### src/rtl/npn4_pkg.sv
// Shared types and sizes for the 4-input NPN truth-table sweeper.
package npn4_pkg;
  localparam int unsigned N_IN = 4;
  localparam int unsigned TT_W = 16;

  typedef logic [TT_W-1:0] tt_t;

  typedef enum logic [1:0] {
    IDLE,
    RUN,
    DONE
  } state_t;
endpackage

### src/rtl/npn4_tt_compare.sv
// Combinational comparison of a captured truth table against its reference.
module npn4_tt_compare
  import npn4_pkg::*;
(
  input  logic [15:0] tt,
  input  logic [15:0] expected,
  output logic        match,
  output logic [4:0]  err_cnt,
  output logic [3:0]  mismatch_idx
);
  tt_t w_diff;

  assign w_diff = tt ^ expected;

  always_comb begin
    match        = (w_diff == '0);
    err_cnt      = '0;
    mismatch_idx = '0;
    for (int unsigned i = 0; i < TT_W; i++) begin
      if (w_diff[i]) err_cnt = err_cnt + 5'd1;
    end
    // Scan high to low so the lowest differing index is the last one written.
    for (int unsigned i = TT_W; i > 0; i--) begin
      if (w_diff[i-1]) mismatch_idx = 4'(i - 1);
    end
  end
endmodule

### src/rtl/npn4_tt_sweeper.sv
// Drives all 16 minterms into a 4-input function block, captures y and
// compares the resulting truth table against a latched reference.
module npn4_tt_sweeper
  import npn4_pkg::*;
#(
  parameter int unsigned SETTLE = 1
) (
  input  logic        clk,
  input  logic        rst_n,
  input  logic        start,
  input  logic        abort,
  input  logic [15:0] expected_tt,
  output logic [3:0]  x,
  input  logic        y,
  output logic        busy,
  output logic        done,
  output logic [15:0] tt,
  output logic        match,
  output logic [4:0]  err_cnt,
  output logic [3:0]  mismatch_idx
);
  localparam logic [3:0] SETTLE_C = SETTLE[3:0];

  state_t     r_state;
  state_t     w_next;
  logic [3:0] r_m;
  logic [3:0] r_s;
  tt_t        r_exp;
  tt_t        r_tt;
  tt_t        w_tt_cap;
  logic       r_match;
  logic [4:0] r_err_cnt;
  logic [3:0] r_mismatch_idx;
  logic       w_accept;
  logic       w_sample;
  logic       w_last;
  logic       w_cmp_match;
  logic [4:0] w_cmp_err;
  logic [3:0] w_cmp_idx;

  assign w_accept = start && (r_state != RUN);
  assign w_sample = (r_state == RUN) && !abort && (r_s == SETTLE_C);
  assign w_last   = w_sample && (r_m == 4'd15);

  // Compare against the table including the bit captured on this edge.
  always_comb begin
    w_tt_cap      = r_tt;
    w_tt_cap[r_m] = y;
  end

  npn4_tt_compare u_cmp (
    .tt           (w_tt_cap),
    .expected     (r_exp),
    .match        (w_cmp_match),
    .err_cnt      (w_cmp_err),
    .mismatch_idx (w_cmp_idx)
  );

  always_ff @(posedge clk or negedge rst_n) begin
    if (!rst_n) r_state <= IDLE;
    else        r_state <= w_next;
  end

  always_comb begin
    w_next = r_state;
    case (r_state)
      IDLE:    if (start) w_next = RUN;
      RUN: begin
        if (abort)       w_next = IDLE;
        else if (w_last) w_next = DONE;
      end
      DONE:    w_next = start ? RUN : IDLE;
      default: w_next = IDLE;
    endcase
  end

  always_ff @(posedge clk or negedge rst_n) begin
    if (!rst_n) begin
      r_m            <= '0;
      r_s            <= '0;
      r_exp          <= '0;
      r_tt           <= '0;
      r_match        <= 1'b0;
      r_err_cnt      <= '0;
      r_mismatch_idx <= '0;
    end else if (w_accept) begin
      r_exp          <= expected_tt;
      r_tt           <= '0;
      r_match        <= 1'b0;
      r_err_cnt      <= '0;
      r_mismatch_idx <= '0;
      r_m            <= '0;
      r_s            <= '0;
    end else if (r_state == RUN) begin
      if (abort) begin
        r_m            <= '0;
        r_s            <= '0;
        r_match        <= 1'b0;
        r_err_cnt      <= '0;
        r_mismatch_idx <= '0;
      end else if (w_sample) begin
        r_tt <= w_tt_cap;
        r_s  <= '0;
        if (w_last) begin
          r_m            <= '0;
          r_match        <= w_cmp_match;
          r_err_cnt      <= w_cmp_err;
          r_mismatch_idx <= w_cmp_idx;
        end else begin
          r_m <= r_m + 4'd1;
        end
      end else begin
        r_s <= r_s + 4'd1;
      end
    end
  end

  assign x            = r_m;
  assign busy         = (r_state == RUN);
  assign done         = (r_state == DONE);
  assign tt           = r_tt;
  assign match        = r_match;
  assign err_cnt      = r_err_cnt;
  assign mismatch_idx = r_mismatch_idx;
endmodule

### config.mk
export PLATFORM = sky130hd
export DESIGN_NAME = npn4_tt_sweeper
export DESIGN_NICKNAME = d
export VERILOG_FILES = /design/src/rtl/npn4_pkg.sv /design/src/rtl/npn4_tt_compare.sv /design/src/rtl/npn4_tt_sweeper.sv
export SDC_FILE = /design/constraint.sdc
export NUM_CORES = 1
export LEC_CHECK = 0
export CORE_MARGIN = 3
export CORE_UTILIZATION = 63
export DETAILED_ROUTE_END_ITERATION = 16
export GPL_TIMING_DRIVEN = 0
export PLACE_DENSITY_LB_ADDON = 0.1
export SETUP_SLACK_MARGIN = 0.4
export SLEW_MARGIN = 20
export SYNTH_ARGS = -nofsm -noshare
export SYNTH_HDL_FRONTEND = slang
export SYNTH_SLANG_ARGS = --single-unit
### constraint.sdc
create_clock -name clk -period 16.43 [get_ports clk]
set_clock_uncertainty 0.2 [all_clocks]
set_input_delay 1.643 -clock clk [delete_from_list [all_inputs] [get_ports clk]]
set_output_delay 1.643 -clock clk [all_outputs]
set_load 0.1 [all_outputs]
Word-level counts from Yosys, hierarchy flattened
Index checks and enable logic that the tools add are counted.

storage, ports and cells
  register bits after elaboration = 52
  input port bits = 21
  output and inout port bits = 32
  word-level logic and storage cells = 120

operators by class
  $add $sub $neg = 17
  $lt $le $gt $ge = 2
  equal/unequal tests = 8
  multiplexer cells = 68
  bitwise logic cells = 1
  reductions and logical operators = 16

operators by type and width
  operator                                                               count
  4-bit two-way mux                                                      30
  5-bit two-way mux                                                      20
  5-bit by 1-bit adder with 5-bit output, second input constant          14
  16-bit two-way mux                                                     4
  16-bit bitwise mux                                                     1
  16-bit zero test                                                       1
  16-bit XOR                                                             1
  4-bit by 1-bit adder with 4-bit output, second input constant          2
  1-bit two-way mux                                                      8
  2-bit two-way mux                                                      3
  2-bit one-hot mux with 3 select lines                                  1
  3-bit AND reduction                                                    2
  3-bit nonzero test                                                     2
  1-bit logical AND                                                      5
  4-bit by 5-bit < comparator with 1-bit output, second input constant   1
  1-bit demux with 4-bit select                                          1
  4-bit by 1-bit equality test with 1-bit output, second input constant  1
  4-bit equality test, second input constant                             1
  4-bit by 1-bit >= comparator with 1-bit output, second input constant  1
  2-bit by 1-bit != test with 1-bit output, second input constant        2
  2-bit AND reduction                                                    2
  2-bit nonzero test                                                     2
  3-bit by 2-bit != test with 1-bit output, second input constant        1
  1-bit by 1-bit adder with 2-bit output, second input constant          1
  5 further kinds                                                        5

Longest topological paths before layout
  depth after elaboration = 42
  gate-level depth with buffers = 51
  mapped depth without buffers = 51

Hierarchy
Synthesis repeated with hierarchy kept, for this count alone.

second synthesis, totals
  cells, all modules = 532
  area, all modules = 4822.1 µm²

modules (own cells, without submodules)
  module           instances  cells each  area each (µm²)  sequential area each (µm²)
  npn4_tt_sweeper  1          245         2748.9           1301.2
  npn4_tt_compare  1          287         2073.2           0.0

Least setup slack after synthesis
OpenSTA, ideal clock, no wires.

  path kind = input port to flip-flop
  from = input y
  to = register r_err_cnt[4], in the netlist err_cnt[4]
  setup time = 0.131 ns
  data arrival time = 9.902 ns
  required time = 16.099 ns
  setup slack = 6.196 ns
  cell stages on the path = 47
  path buffers = 1
  cell sequence = clkbuf_1 -> mux2i_1 -> xnor2_1 -> ha_1 -> xnor3_2 -> ha_1 -> inv_1 -> nor2_1 -> o21ai_0 -> o21ai_0 -> xnor2_1 -> o21ai_0 -> ha_1 -> nand2_1 -> a21oi_1 -> nand2b_1 -> mux2i_1 -> ha_1 -> [11 not listed] -> mux2i_1 -> ha_1 -> xnor2_1 -> nand2_1 -> nand2_1 -> xnor2_1 -> mux2_2 -> ha_1 -> and2_1 -> o32ai_1 -> inv_1 -> ha_1 -> nand2_1 -> or4_1 -> or3_1 -> a22o_1 -> nand4_1 -> or3b_1

between the ends
  longest elaborated chain between the ends = 38

RTL lines
  item                                    RTL line                RTL
  start: declaration                      npn4_tt_sweeper.sv:14   input logic y,
  16-bit bitwise mux (*)                  npn4_tt_sweeper.sv:48   w_tt_cap[r_m] = y;
  16-bit XOR (*)                          npn4_tt_compare.sv:13   assign w_diff = tt ^ expected;
  1-bit two-way mux                       npn4_tt_compare.sv:20   if (w_diff[i]) err_cnt = err_cnt + 5'd1;
  1-bit by 1-bit adder with 2-bit output  npn4_tt_compare.sv:20
  5-bit two-way mux                       npn4_tt_compare.sv:20
  5-bit by 1-bit adder with 5-bit output  npn4_tt_compare.sv:20
  5-bit two-way mux                       npn4_tt_compare.sv:20
  5-bit by 1-bit adder with 5-bit output  npn4_tt_compare.sv:20
  [22 not listed]                         n/a
  5-bit two-way mux                       npn4_tt_compare.sv:20
  5-bit by 1-bit adder with 5-bit output  npn4_tt_compare.sv:20
  5-bit two-way mux (*)                   npn4_tt_compare.sv:20
  5-bit two-way mux (*)                   npn4_tt_sweeper.sv:104  if (w_last) begin
  5-bit two-way mux (*)                   npn4_tt_sweeper.sv:101  end else if (w_sample) begin
  5-bit two-way mux (*)                   npn4_tt_sweeper.sv:95   if (abort) begin
  5-bit two-way mux (*)                   npn4_tt_sweeper.sv:94   end else if (r_state == RUN) begin
  5-bit two-way mux (*)                   npn4_tt_sweeper.sv:86   end else if (w_accept) begin
  end signal: assignment                  npn4_tt_sweeper.sv:107  r_err_cnt <= w_cmp_err;
  end: declaration                        npn4_tt_sweeper.sv:32   logic [4:0] r_err_cnt;

Mark *: on every way between the ends. The rest lies on a longest branch, timed or not. The select of a mux whose other input is x is not followed.
A chain may end at the register's enable or synchronous reset.

Worst setup path in the final report
Ends and elaborated chain as after synthesis.

==> flow_metrics.py <==
metrics = {
    "sta": {
        "slew-limit-headroom_pct": 34.0,
        "min_period_ns": 12.04,
        "clock.fmax_ghz": 0.0830,
        "tightest_slew_ns": 0.986,
        "rsz0062_at_grt": "false",
        "hold_viol_final": 0,
        "setup_tns_ns": 0,
        "setup_violations": 0,
        "fin_crit_sh_pct": 73.3,
        "slew_violations": 0,
    },
    "synthesis": {
        "ys_seq_area_share_pct": 26.9,
        "syn_area_sq_um": 4840,
        "synthTopCellsByArea": "dfrtp_1 27%, xnor2_1 7.6%, o21ai_0 6.6%",
        "syn_inst": 568,
        "syn_area_per_cell_sq_um": 8.51,
        "synth.ff_latch_count": 52,
        "syn_nets": 609,
        "synth_ff_type": "dfrtp_1",
        "yosys_warnings": 0,
        "ys_types": 71,
        "synthDominantCellAreaShare_pct": 26.9,
        "synth_edf_count": 0,
        "synth_async_sr_flop_share_pct": 100,
        "yosysTopAreaCell": "dfrtp_1",
    },
    "floorplan": {
        "core_sq_um": 7330,
        "ios": 53,
        "num_rows": 31,
        "die_w_um": 93.6,
        "start_util_pct": 66.0,
        "die_h_um": 93.6,
        "fp.dieArea_sq_um": 8760,
    },
    "drt": {
        "wire_per_inst_um": 17.7,
        "ant_nets": 0,
        "wirelength_um": 12900,
        "routed_via_density": 6.30,
        "num_vias": 4579,
        "drt_iter0_drc": 258,
        "drcViolationCount": 0,
        "dr.pass1.iters": 6,
    },
    "worst_hold_path": {
        "min_path_type": "reg2reg",
        "min_path_cells": 1,
        "hp-start": "r_state[0]",
    },
    "setup_path": {
        "endpoint_kind": "register",
        "reg2reg_from": "x[0]",
        "slowest_stage": "clkdlybuf4s50_1",
        "cp.required_ns": 16.48,
        "crit_arrival_ns": 12.09,
        "max_stage_delay_ns": 0.58,
        "worstSetupPathType": "in2reg",
        "worst-r2r-cell-count": 49,
        "reg2reg_slack_ns": 5.56,
        "critical_path.top_delay_family": "adder cells",
        "crit_top_cell": "ha_1",
        "crit_cells": 48,
        "crit_fanout": 10,
        "start_kind": "input port",
        "crit_start": "y",
        "critPathBufInv": 4,
    },
    "flow_run": {
        "cap_violations": 0,
    },
    "clocking": {
        "clock_sinks": 52,
        "cts_tree": "built",
        "ctsHtreeMaxLevel": 2,
        "hold_buffers": 0,
        "clock_latency_ns": 0.31,
        "cts_root_buf": "clkbuf_8",
        "postCtsSetupBuffers": 0,
        "cts_resized": 0,
        "cts.reportedPaths.clkPinSlew_ns": 0.11,
        "ctsLongestPathBuffers": 2,
        "numCtsBuffers": 5,
    },
    "layout": {
        "final_cell_area_sq_um": 5570,
        "diodes": 0,
        "areaGrowthSynthToFinish_pct": 15.2,
        "final_common_cell": "o21ai_0",
        "drive_gt1_share_pct": 7.80,
        "num-nets-final": 668,
        "mostFrequentLayoutCells": "64 x o21ai_0, 52 x nand2_1, 52 x dfrtp_1, 51 x clkdlybuf4s50_1, 42 x xnor2_1",
    },
    "grt": {
        "grt-ovfl-total": 0,
        "grt_use_total_pct": 29.8,
        "grt_pass1_vias": 4386,
        "grt_pass1_wl_um": 21000,
        "grt_start_max_net_pins": 53,
        "grt_antenna_before_repair": 0,
    },
    "placed_design": {
        "gp_congestion": 0.942,
        "place_hpwl_um": 9980,
        "io_buffer_count": 52,
        "placed_area_sq_um": 5480,
    },
    "status": {
        "status": "finished, final reports clean",
    },
}
## stage by stage
step                      hold slack [ns]  instances  utilization, %  setup WS (ns)
final                               0.303        727            76.0           4.39
after global routing                0.325        727            76.0           3.61
after CTS                           0.298        727            76.0           4.44
after detailed placement            0.283        719            74.7           4.16
after global placement              0.270        719            74.8           4.45
after floorplan                     0.251        568               -           6.20
## cell usage after synthesis, types with 7 or more instances
library cell / number
nor2_1: 40
dfrtp_1: 52
nand3_1: 17
nor2b_1: 12
clkbuf_1: 14
mux2_2: 19
o22ai_1: 8
nand2b_1: 10
xor2_1: 15
ha_1: 20
a21oi_1: 25
inv_1: 21
nand2_1: 52
mux2i_1: 16
nor3_1: 12
a22o_1: 7
o21ai_0: 64
xnor2_1: 42
and2_1: 8
## flip-flops by register name, indices dropped and copies added, names as in the netlist
signal / count
match: 1
tt: 16
mismatch_idx: 4
r_s: 4
x: 4
r_state: 2
r_exp: 16
err_cnt: 5
## final timing paths
| check | to |
|---|---|
| max | err_cnt[4] |
| min | r_state[0] |
| min in group asynchronous | r_s[3] |
| max reg2reg | err_cnt[4] |
| min reg2reg | r_state[0] |
| max in group asynchronous | match |
## worst register-to-register path, delay by kind of cell (launching register included)
| kind | cells | cell delay [ns] |
|---|---|---|
| fa+ha+maj | 9 | 2.77 |
| simple gates | 15 | 2.59 |
| compound gates | 11 | 1.94 |
| xor+xnor | 7 | 1.89 |
| mux | 4 | 0.62 |
| flops | 1 | 0.44 |
| buf+inv | 3 | 0.33 |
## routing by layer
metal	routed length [um]	GRT usage [%]	up-vias
li1	-	-	2181
met1	5700	41.0	2196
met2	6100	48.5	169
met3	734	3.70	33
met4	361	9.99	0
met5	0	0	-
## cell families (layout without fill, tap and decap cells)
group	after synthesis	in the layout	synth area share, %
muxes	35	35	7.74
adders and majority gates	21	21	5.38
buffers and inverters	42	102	3.39
and+or+nand+nor	192	192	20.2
xor gates and xnor gates	67	67	15.1
DFF	52	52	26.9
AOI/OAI and AO/OA	159	159	21.3
## final cells by class
| cell class | instances | area (sq um) |
|---|---|---|
| Multi-Input combinational cell | 474 | 3370 |
| Fill cell | 543 | 1760 |
| Sequential cell | 52 | 1300 |
| Timing Repair Buffer | 52 | 518 |
| Tap cell | 99 | 124 |
| Inverter | 22 | 82.6 |
| Buffer | 20 | 81.3 |
| Clock buffer | 5 | 68.8 |
| Clock inverter | 3 | 25.0 |
Power is left out: the tool's default activity adds up to more than one toggle a clock period on the data nets, which glitch-free logic cannot reach.
